## config.mk

```make
export PLATFORM = sky130hd
export DESIGN_NAME = img_cmp_ctrl
export DESIGN_NICKNAME = d
export VERILOG_FILES = /design/src/rtl/img_cmp_ctrl.sv
export SDC_FILE = /design/constraint.sdc
export NUM_CORES = 2
export LEC_CHECK = 0
export ABC_AREA = 1
export CAP_MARGIN = 20
export CORE_ASPECT_RATIO = 1.5
export CORE_MARGIN = 10
export CORE_UTILIZATION = 40
export CTS_CLUSTER_DIAMETER = 30
export DETAILED_ROUTE_END_ITERATION = 8
export HOLD_SLACK_MARGIN = 0.06
export PLACE_DENSITY_LB_ADDON = 0.2
export REMOVE_ABC_BUFFERS = 1
export SKIP_CTS_REPAIR_TIMING = 1
export SYNTH_ARGS = -nofsm -noshare
export SYNTH_HDL_FRONTEND = slang
export SYNTH_SLANG_ARGS = --single-unit
```

## constraint.sdc

```tcl
create_clock -name clk -period 12.1 [get_ports clk]
set_clock_uncertainty 0.2 [all_clocks]
set_input_delay 1.21 -clock clk [delete_from_list [all_inputs] [get_ports clk]]
set_output_delay 1.21 -clock clk [all_outputs]
set_load 0.005 [all_outputs]
```

## src/rtl/img_cmp_ctrl.sv

```systemverilog
// Frame-comparison sequencer: reads frames A and B pixel by pixel through one shared
// read port, accumulates per-channel squared differences and flags a thresholded match.
module img_cmp_ctrl #(
    parameter int W_MAX = 640,
    parameter int H_MAX = 480,
    parameter int AW    = 19,
    parameter int ACC_W = 36
) (
    input  logic               clk,
    input  logic               resetn,
    input  logic               start,
    input  logic               abort,
    input  logic [9:0]         width,
    input  logic [9:0]         height,
    input  logic [ACC_W+1:0]   thresh,
    output logic               busy,
    output logic               done,
    output logic               size_err,
    output logic               mem_req,
    output logic               mem_sel,
    output logic [AW-1:0]      mem_addr,
    input  logic               mem_ack,
    input  logic [23:0]        mem_rdata,
    output logic [ACC_W-1:0]   sum_r,
    output logic [ACC_W-1:0]   sum_g,
    output logic [ACC_W-1:0]   sum_b,
    output logic [ACC_W+1:0]   total,
    output logic               match
);

    typedef enum logic [2:0] {
        S_IDLE = 3'd0,
        S_CHK  = 3'd1,
        S_RD_A = 3'd2,
        S_RD_B = 3'd3,
        S_ACC  = 3'd4,
        S_FIN  = 3'd5
    } state_t;

    localparam logic [9:0] W_MAX_L = 10'(W_MAX);
    localparam logic [9:0] H_MAX_L = 10'(H_MAX);

    function automatic logic [7:0] abs_diff(input logic [7:0] a, input logic [7:0] b);
        abs_diff = (a >= b) ? (a - b) : (b - a);
    endfunction

    function automatic logic [15:0] sq8(input logic [7:0] d);
        sq8 = {8'd0, d} * {8'd0, d};
    endfunction

    // Saturating accumulate: once the sum would overflow it sticks at all-ones.
    function automatic logic [ACC_W-1:0] sat_add(input logic [ACC_W-1:0] acc, input logic [15:0] inc);
        logic [ACC_W:0] s;
        s = {1'b0, acc} + {{(ACC_W-15){1'b0}}, inc};
        sat_add = s[ACC_W] ? {ACC_W{1'b1}} : s[ACC_W-1:0];
    endfunction

    state_t             r_state;
    state_t             w_state_nxt;
    logic               r_busy;
    logic               r_done;
    logic               r_mem_req;
    logic               r_mem_sel;
    logic               r_size_err;
    logic               r_match;
    logic [9:0]         r_width;
    logic [9:0]         r_height;
    logic [ACC_W+1:0]   r_thresh;
    logic [AW-1:0]      r_pix;
    logic [19:0]        r_last;
    logic [23:0]        r_pix_a;
    logic [23:0]        r_pix_b;
    logic [ACC_W-1:0]   r_sum_r;
    logic [ACC_W-1:0]   r_sum_g;
    logic [ACC_W-1:0]   r_sum_b;
    logic [ACC_W+1:0]   r_total;

    logic               w_size_bad;
    logic [19:0]        w_n;
    logic [19:0]        w_last;
    logic               w_pix_last;
    logic [15:0]        w_sq_r;
    logic [15:0]        w_sq_g;
    logic [15:0]        w_sq_b;
    logic [ACC_W-1:0]   w_sum_r_nxt;
    logic [ACC_W-1:0]   w_sum_g_nxt;
    logic [ACC_W-1:0]   w_sum_b_nxt;
    logic [ACC_W+1:0]   w_total_nxt;

    assign w_size_bad  = (r_width == 10'd0) || (r_height == 10'd0) ||
                         (r_width > W_MAX_L) || (r_height > H_MAX_L);
    assign w_n         = {10'd0, r_width} * {10'd0, r_height};
    assign w_last      = w_n - 20'd1;
    assign w_pix_last  = ({{(20-AW){1'b0}}, r_pix} == r_last);

    assign w_sq_r      = sq8(abs_diff(r_pix_a[23:16], r_pix_b[23:16]));
    assign w_sq_g      = sq8(abs_diff(r_pix_a[15:8],  r_pix_b[15:8]));
    assign w_sq_b      = sq8(abs_diff(r_pix_a[7:0],   r_pix_b[7:0]));
    assign w_sum_r_nxt = sat_add(r_sum_r, w_sq_r);
    assign w_sum_g_nxt = sat_add(r_sum_g, w_sq_g);
    assign w_sum_b_nxt = sat_add(r_sum_b, w_sq_b);
    assign w_total_nxt = {2'b00, w_sum_r_nxt} + {2'b00, w_sum_g_nxt} + {2'b00, w_sum_b_nxt};

    // Next-state logic; abort beats a coincident ack so that read is dropped.
    always_comb begin
        w_state_nxt = r_state;
        case (r_state)
            S_IDLE: begin
                if (start) w_state_nxt = S_CHK;
                else       w_state_nxt = S_IDLE;
            end
            S_CHK: begin
                if (abort)           w_state_nxt = S_IDLE;
                else if (w_size_bad) w_state_nxt = S_FIN;
                else                 w_state_nxt = S_RD_A;
            end
            S_RD_A: begin
                if (abort)        w_state_nxt = S_IDLE;
                else if (mem_ack) w_state_nxt = S_RD_B;
                else              w_state_nxt = S_RD_A;
            end
            S_RD_B: begin
                if (abort)        w_state_nxt = S_IDLE;
                else if (mem_ack) w_state_nxt = S_ACC;
                else              w_state_nxt = S_RD_B;
            end
            S_ACC: begin
                if (abort)           w_state_nxt = S_IDLE;
                else if (w_pix_last) w_state_nxt = S_FIN;
                else                 w_state_nxt = S_RD_A;
            end
            S_FIN:   w_state_nxt = S_IDLE;
            default: w_state_nxt = S_IDLE;
        endcase
    end

    // State register.
    always_ff @(posedge clk or negedge resetn) begin
        if (!resetn) r_state <= S_IDLE;
        else         r_state <= w_state_nxt;
    end

    // Control outputs are registered from the next state so they line up with it.
    always_ff @(posedge clk or negedge resetn) begin
        if (!resetn) begin
            r_busy    <= 1'b0;
            r_done    <= 1'b0;
            r_mem_req <= 1'b0;
            r_mem_sel <= 1'b0;
        end else begin
            r_busy    <= (w_state_nxt != S_IDLE);
            r_done    <= (w_state_nxt == S_FIN);
            r_mem_req <= (w_state_nxt == S_RD_A) || (w_state_nxt == S_RD_B);
            r_mem_sel <= (w_state_nxt == S_RD_B);
        end
    end

    // Run parameters, pixel index, pixel registers, accumulators and verdict.
    always_ff @(posedge clk or negedge resetn) begin
        if (!resetn) begin
            r_width    <= 10'd0;
            r_height   <= 10'd0;
            r_thresh   <= {(ACC_W+2){1'b0}};
            r_pix      <= {AW{1'b0}};
            r_last     <= 20'd0;
            r_pix_a    <= 24'd0;
            r_pix_b    <= 24'd0;
            r_sum_r    <= {ACC_W{1'b0}};
            r_sum_g    <= {ACC_W{1'b0}};
            r_sum_b    <= {ACC_W{1'b0}};
            r_total    <= {(ACC_W+2){1'b0}};
            r_match    <= 1'b0;
            r_size_err <= 1'b0;
        end else begin
            case (r_state)
                S_IDLE: begin
                    if (start) begin
                        r_width    <= width;
                        r_height   <= height;
                        r_thresh   <= thresh;
                        r_sum_r    <= {ACC_W{1'b0}};
                        r_sum_g    <= {ACC_W{1'b0}};
                        r_sum_b    <= {ACC_W{1'b0}};
                        r_total    <= {(ACC_W+2){1'b0}};
                        r_match    <= 1'b0;
                        r_size_err <= 1'b0;
                    end
                end
                S_CHK: begin
                    if (!abort) begin
                        if (w_size_bad) begin
                            r_size_err <= 1'b1;
                        end else begin
                            r_pix  <= {AW{1'b0}};
                            r_last <= w_last;
                        end
                    end
                end
                S_RD_A: begin
                    if (!abort && mem_ack) r_pix_a <= mem_rdata;
                end
                S_RD_B: begin
                    if (!abort && mem_ack) r_pix_b <= mem_rdata;
                end
                S_ACC: begin
                    if (!abort) begin
                        r_sum_r <= w_sum_r_nxt;
                        r_sum_g <= w_sum_g_nxt;
                        r_sum_b <= w_sum_b_nxt;
                        r_total <= w_total_nxt;
                        // Verdict is taken on the final total so it is valid during FIN.
                        if (w_pix_last) r_match <= (w_total_nxt <= r_thresh);
                        else            r_pix   <= r_pix + {{(AW-1){1'b0}}, 1'b1};
                    end
                end
                default: begin
                end
            endcase
        end
    end

    assign busy     = r_busy;
    assign done     = r_done;
    assign size_err = r_size_err;
    assign mem_req  = r_mem_req;
    assign mem_sel  = r_mem_sel;
    assign mem_addr = r_pix;
    assign sum_r    = r_sum_r;
    assign sum_g    = r_sum_g;
    assign sum_b    = r_sum_b;
    assign total    = r_total;
    assign match    = r_match;

endmodule

```

==> results.md <==
* Max Freq at about 0.098 GHz
* Number of global-route vias before repair at 31500
* Crit-path leading delay family: adder cells
* CP arrival at around 11000 ps
* Initial antenna violation count at 2
* Routed vias/inst at about 5.0
* CTS H-tree lvls at 3
* DRT antenna net count at 0
* Leading cell type in the layout, fill and taps excluded: nand2_1
* DRC at 0
* Final setup fails at 0
* Final Max Tran Viols at 0
* R2R cell count at 49
* Die ar. at 95100 sq um
* DR WL/cell at 18.0 microns
* Final hold violation count at 0
* Root buffer cell: clkbuf_16
* Via count at 30400
* Tightest Pin Transition at slightly below 1000 ps
* Starting DRT DRC Count at 1662
* Largest buffer count on any clock path at 3
* Largest net degree at the start of global routing at 100
* Max cap viols at 0
* RSZ-0062 raised after global routing: no
* Layout cell share with drive strength beyond 1 at 5.50%
* Crit share post-route at ~85%
* Hold Crit Class: flop to flop
* Met2 GRT Util at 42.9%
* Seq/Total Area, Yosys at 22.6%
* CP Launch Type: flop
* Core Region at 82300 sq um
* #FFs+latches synth at 300
* CP most frequent cell: nand2_1
* Worst-path maximum fanout at 33
* Critical Path Stages at 49
* Worst-Skew Late Latency at 650 ps
* GR Util met3 at 4.02%
* Max incr delay on CP at 550 ps
* Clk pin slew, worst setup/hold paths at about 50 ps
* Most Crowded Layer GR: met2
* Clk sinks at 300
* Post-synth cell types at ~50
* Fin nets at ~5600
* GRT overflow at 0
* GPL Wtd Cong at 0.943
* HPWL after DPL at 90600 microns
* FFs w/ async S/R, synth at 100%
* Post-layout min period at 10240 ps
* All-Layer GR Usage at between 20% and 30%
* Synthesized area per cell at 6.93 sq um
* Setup TNS at 0 ps
* Ys Warns at 0
* Global Route met1 Usage at between 20% and 30%
* DR pass1 iterations at 6
* Die span in x at 255 microns
* I/O pin cnt at 258
* Setup CP Type: flop to flop
* I/O Buffers at between 200 and 300
* Worst Hold Path Cells at 2
* Post-Route WL at 111000 microns
* Top FF cell, synth: dfrtp_1
* Layout area overhead at 18.3%
* CP Buf/Inv Count at 5
* First-pass GRT wire length at 173000 microns
* Mapped Area at 33200 sq um
* FILL cells at between 8000 and 9000
* Slew headroom at 35.7%
* Initial Utilization at 40.3%
* Slowest CP cell: fa_1
* Critical Path RT at between 10000 and 15000 ps
* Commonest cells after routing, fill and taps aside: nand2_1, inv_1, nor2_1, ha_1, dfrtp_1
* Syn Inst Count at 4785
* CTS tree: yes
* Die Y at 373 microns
* Status: completed
* EDFF count, synth at 0
* # rows at 129
* Type of destination of the critical path: flop
* Clock buffer count from CTS at 75
[cells by family (layout without fill, tap and decap cells)]
family	after synthesis	after routing	synth area share, %
adders and majority gates	529	529	25.1
buffers and inverters	1035	1341	12.1
and+or+nand+nor	2434	2434	31.2
AOI/OAI and AO/OA	375	375	6.05
DFF	300	300	22.6
xor gates and xnor gates	111	111	2.93
other	0	1	0
muxes	1	1	0.0302
[flip-flops by register name, summed over array words and instances, names as in the netlist, 20 cells and up]
name	flops
sum_g	36
total	38
r_last	20
r_thresh	38
r_pix_a	24
sum_r	36
r_pix_b	24
sum_b	36
[final timing paths]
path | from | to | slack, ps
max | r_pix_a[16]$_DFFE_PN0P_ | match$_DFFE_PN0P_ | 1860
min | total[1]$_DFFE_PN0P_ | total[1]$_DFFE_PN0P_ | 280
max reg2reg | r_pix_a[16]$_DFFE_PN0P_ | match$_DFFE_PN0P_ | 1860
min reg2reg | total[1]$_DFFE_PN0P_ | total[1]$_DFFE_PN0P_ | 280
max in group asynchronous | resetn | sum_b[20]$_DFFE_PN0P_ | 9260
min in group asynchronous | resetn | sum_g[32]$_DFFE_PN0P_ | 320
[worst min-delay path, stage by stage, from the launching register on]
cell and delay (ps):
dfrtp_1 340, nand2_1 50, nand2_1 60
[synth_stat cells, types with 49 or more instances]
| library cell | n | area, sq um |
|---|---|---|
| a21oi_1 | 109 | 546 |
| nor3_1 | 54 | 270 |
| o21ai_0 | 187 | 936 |
| dfrtp_1 | 300 | 7510 |
| nand3_1 | 243 | 1220 |
| xor2_1 | 82 | 718 |
| inv_1 | 915 | 3430 |
| nor2_1 | 324 | 1220 |
| clkbuf_1 | 63 | 236 |
| nand2_1 | 1594 | 5980 |
| nand4_1 | 49 | 307 |
| fa_1 | 226 | 4520 |
| ha_1 | 303 | 3790 |
[routing by layer]
metal | wire length (microns) | share of wire [%] | up-vias
li1 | - | - | 15200
met1 | 42500 | 38 | 14400
met2 | 57200 | 52 | 710
met3 | 5790 | 5.2 | 218
met4 | 5150 | 4.7 | 2
met5 | 13 | 0.012 | -
[cell type report]
class,count,area (sq um),area share [%]
multi-input cells,3450,21700,55.2
flip-flops and latches,300,7510,19.1
inverters,937,3520,8.97
repair buffers,269,2670,6.80
clock buffers,91,2040,5.20
well taps,1048,1310,3.34
clock inverters,44,526,1.34
diodes,1,2.50,0.00638
[through the flow]
stage               cells  worst slack (ps)  util [%]  hold WS [ps]  instance area, sq um
finish               6140              1860      47.7           279                 39200
global placement     6004              1910      44.5           264                 36700
global route         6140               984      47.7           296                 39200
CTS                  6139              1810      47.6           281                 39200
detailed placement   6004              1830      44.5           271                 36700
floorplan            4687              3410         -           253                 32700
Power is not shown: default switching activity piles up to over one toggle a cycle in this logic, so the estimate is an artifact.
